===== config.mk =====
export PLATFORM = sky130hd
export DESIGN_NAME = binary_decoder_seq
export DESIGN_NICKNAME = d
export VERILOG_FILES = /design/src/rtl/binary_decoder_seq.sv
export SDC_FILE = /design/constraint.sdc
export NUM_CORES = 1
export LEC_CHECK = 0
export ABC_CLOCK_PERIOD_IN_PS = 2600
export CAP_MARGIN = 30
export CORE_AREA = 2 2 66 68
export DETAILED_ROUTE_END_ITERATION = 16
export DIE_AREA = 0 0 68 70
export HOLD_SLACK_MARGIN = 0.08
export PLACE_DENSITY = 0.64
export SLEW_MARGIN = 20
export SYNTH_ARGS = -nofsm -noshare
export SYNTH_HDL_FRONTEND = slang
export SYNTH_SLANG_ARGS = --single-unit

===== constraint.sdc =====
create_clock -name CLK -period 2.6 [get_ports CLK]
set_input_delay 0.52 -clock CLK [delete_from_list [all_inputs] [get_ports CLK]]
set_output_delay 0.52 -clock CLK [all_outputs]
set_load 0.02 [all_outputs]

===== src/rtl/binary_decoder_seq.sv =====
// Timed 3-to-8 decoder: queues 3-bit codes in a small FIFO and
// drives each one as a one-hot line for HOLD enabled cycles.
module binary_decoder_seq #(
  parameter int HOLD  = 4,
  parameter int DEPTH = 4
) (
  input  logic                     CLK,
  input  logic                     RST_n,
  input  logic                     EN,
  input  logic [2:0]               Y,
  input  logic                     Valid,
  output logic                     Ready,
  output logic [7:0]               Out,
  output logic                     Busy,
  output logic                     Done,
  output logic [$clog2(DEPTH):0]   Count,
  output logic                     Ovf
);

  localparam int AW = $clog2(DEPTH);
  localparam int CW = (HOLD > 1) ? $clog2(HOLD) : 1;

  localparam logic [0:0] S_IDLE = 1'b0;
  localparam logic [0:0] S_HOLD = 1'b1;

  localparam logic [CW-1:0] CNT_LOAD = CW'(HOLD - 1);
  localparam logic [AW:0]   FULL     = (AW+1)'(DEPTH);

  logic [2:0]    mem [DEPTH];
  logic [AW-1:0] wp;
  logic [AW-1:0] rp;
  logic [2:0]    head;
  logic [2:0]    cur;
  logic [0:0]    state;
  logic [CW-1:0] cnt;
  logic          push;
  logic          pop;
  logic          empty;

  assign Ready = (Count != FULL);
  assign push  = Valid & Ready;
  assign empty = (Count == '0);
  assign head  = mem[rp];
  assign Busy  = (state == S_HOLD);

  // A pop happens whenever the output stage wants a new code
  always_comb begin
    pop = 1'b0;
    if (EN && !empty)
      pop = (state == S_IDLE) || (cnt == '0);
  end

  always_ff @(posedge CLK) begin
    if (push)
      mem[wp] <= Y;
  end

  always_ff @(posedge CLK or negedge RST_n) begin
    if (!RST_n) begin
      wp    <= '0;
      rp    <= '0;
      Count <= '0;
      Ovf   <= 1'b0;
    end else begin
      if (push)
        wp <= wp + AW'(1);
      if (pop)
        rp <= rp + AW'(1);
      unique case ({push, pop})
        2'b10:   Count <= Count + (AW+1)'(1);
        2'b01:   Count <= Count - (AW+1)'(1);
        default: Count <= Count;
      endcase
      if (Valid && !Ready)
        Ovf <= 1'b1;
    end
  end

  always_ff @(posedge CLK or negedge RST_n) begin
    if (!RST_n) begin
      state <= S_IDLE;
      cnt   <= '0;
      cur   <= '0;
      Out   <= '0;
      Done  <= 1'b0;
    end else begin
      Done <= 1'b0;
      unique case (state)
        S_IDLE: begin
          if (pop) begin
            cur   <= head;
            Out   <= 8'b1 << head;
            cnt   <= CNT_LOAD;
            state <= S_HOLD;
          end else begin
            Out <= '0;
          end
        end
        S_HOLD: begin
          if (!EN) begin
            Out <= '0;
          end else if (cnt != '0) begin
            cnt <= cnt - CW'(1);
            Out <= 8'b1 << cur;
          end else begin
            Done <= 1'b1;
            if (pop) begin
              cur <= head;
              Out <= 8'b1 << head;
              cnt <= CNT_LOAD;
            end else begin
              Out   <= '0;
              state <= S_IDLE;
            end
          end
        end
        default: state <= S_IDLE;
      endcase
    end
  end

endmodule


==> out/metrics.cfg <==
[yosys]
async_flop_share = 0.657
ys_warn_count = 0
synth_cell_types = 39
synth_area_sq_um = 1580
synth_edf_count = 12
yosysTopAreaCell = dfrtp_1
yosysSeqAreaShare = 0.592
syn-num-nets = 130
ys_ff_latch = 35
ys_top_cells_by_area = dfrtp_1 (36%), edfxtp_1 (23%), mux4_2 (4.3%), ha_1 (4.0%), nand2_1 (2.1%)
synth_top_cell_area_share = 0.364
syn_area_per_cell_sq_um = 13.5
synthCells = 117
yosys_most_used_dff = dfrtp_1

[sta]
finalCriticalPeriod_ns = 2.16
hold_viol_final = 0
fin_tns_setup_ns = 0
timing.fmax_mhz = 463
report.final.slew_viol_count = 0
fin_crit_sh = 0.831
finalSetupViolations = 0
worstMarginPinSlew_ns = 0.408
rsz0062_at_grt = no
maxSlewHeadroom = 0.728
fin_skew_ns = 0.00916

[floorplanning]
io_pins = 22
start_util = 0.382
dieHeight_um = 70
coreArea_sq_um = 4140
die_w_um = 68
die_area_sq_um = 4760
rows = 24

[drt]
via_count = 1016
drtAntennaViolNets = 0
viasPerCell = 5.11
drc = 0
highest-signal-layer = met4
dr_wl_met2_um = 1300
routed-wl-met3_um = 166
post_drt_wl_per_cell_um = 13.2
routed_wl_um = 2630
drt_first_iter_violations = 58
firstDrtPassIters = 4
wl_met1_um = 1100

[clock_tree]
cts_tree = built
clk_pin_slew_ns = 0.07
cts_root_buf = clkbuf_8
cts_buffers = 5
cts_resized = 0
hold_buffers = 0
clock-sinks = 35
clk_latency_ns = 0.30
h-tree-depth = 2
clockBufferDepth = 2
cts_setup_buffers = 0

[final_layout]
drive_above_1_share = 0.170
fin_cells = 199
n_fill_cell = 387
diodes = 0
finalNetCount = 159
area_growth_pct = 22.9

[placement]
hpwlAfterDp_um = 1980
dp.cells = 191
portBuffers = 21
gp_congestion = 0.850

[global_route]
grtUsageTotal = 0.130
grt_pass1_vias = 996
grt-ovfl-total = 0
grt_max_degree = 24
antenna_found_initial = 0
grt_pass1_wl_um = 4460

[pwr]
swShare = 0.386
powerDensity_nw_per_um2 = 1170
switching_power_uw = 878
pwr-share-seq = 0.419
p_comb_frac = 0.409
intPower_uw = 1390
clkPwrFrac = 0.172
leakagePower_uw = 0.000783
ir_drop_v = 0.000580

[setup_path]
crit_path_start_kind = flop
r2r_cells = 9
crit_type = flop to output pin
end_kind = output pin
worst_ep_required_time_ns = 2.08
crit_fanout = 6
worstPathArrival_ns = 1.64

[flow_run]
max_cap_viol_count = 0

[run_status]
outcome = completed

[hold_path]
hold_class = flop to flop
whs_path_depth = 1

[layout by cell type, fill, tap and decap left out, types with 2 or more instances in the layout]
cell type        count
o32ai_1              3
xnor2_1              3
buf_4                4
o21ai_0              3
dfrtp_1             23
a21oi_1              2
edfxtp_1            12
clkdlybuf4s50_1     21
a31oi_1              3
clkbuf_8             5
nor2_1               6
and3_1               5
o41ai_1              2
nand2b_1             2
nand3_1              2
a31o_2               2
xor2_1               3
nand2_1              9
inv_1                8
mux4_2               3
clkinvlp_4           2
ha_1                 5
[layer usage]
metal | up-vias | GRT usage
li1 | 486 | -
met1 | 490 | 0.157
met2 | 33 | 0.194
met3 | 7 | 0.0435
met4 | 0 | 0.0822
met5 | - | 0
[per-stage QoR]
stage	instance area, sq um	hold slack (ns)	total power (uW)	worst slack, ns	utilization
floorplan	1580	0.224	1600	0.467	-
finish	1940	0.490	2270	0.438	0.469
CTS	1940	0.495	2300	0.425	0.469
global route	1940	0.509	2430	0.274	0.469
detailed placement	1850	0.474	1900	0.190	0.447
global placement	1850	0.476	1860	0.253	0.447
[cell usage after synthesis, types with 2 or more instances]
library cell   n
nand2b_1       2
xor2_1         3
o21ai_0        3
a21oi_1        2
xnor2_1        3
inv_1          8
edfxtp_1      12
mux4_2         3
a31oi_1        3
and3_1         5
nand3_1        2
nor2_1         6
dfrtp_1       23
a31o_2         2
o32ai_1        3
o41ai_1        2
nand2_1        9
ha_1           5
[critical path, stage by stage (launching register included)]
cell	delay, ns
dfrtp_1	0.44
nor2_1	0.18
nand2_1	0.16
clkdlybuf4s50_1	0.57
[power by group through the flow]
stage,registers (uW),clock network [uW],logic [uW]
global placement,956,0,905
CTS,955,401,938
global route,984,416,1030
finish,952,391,929
floorplan,979,0,620
detailed placement,965,0,933
[final cells by class]
cell class	instances	area (sq um)	share of cell area
Tap cell	52	65.1	0.0335
Clock buffer	5	68.8	0.0354
Multi-Input combinational cell	71	583	0.300
Clock inverter	3	20.0	0.0103
Inverter	8	30.0	0.0155
Timing Repair Buffer	25	240	0.124
Sequential cell	35	936	0.482
[final timing paths]
check,start,to,slack (ns)
max,Count[0],Ready,0.44
max in group asynchronous,RST_n,rp[0],1.79
min in group asynchronous,RST_n,Done,0.58
min,Ovf,Ovf,0.49
min reg2reg,Ovf,Ovf,0.49
max reg2reg,Count[0],Count[2],0.51
[flip-flops by register name, indices dropped and copies added, names as in the netlist, 2 cells and up]
signal  flops
mem        12
Out         8
Count       3
cur         3
cnt         2
rp          2
wp          2
[kinds of logic after synthesis]
| logic type | Yosys count | synth area share |
|---|---|---|
| AND/OR/NAND/NOR | 32 | 0.116 |
| flip-flops | 35 | 0.592 |
| XOR/XNOR | 6 | 0.0332 |
| adder cells (fa/ha/maj) | 6 | 0.0522 |
| buffers and inverters | 11 | 0.0396 |
| multiplexers | 5 | 0.0562 |
| AO/OA/AOI/OAI | 22 | 0.111 |
(Power assumes the default switching activity.)
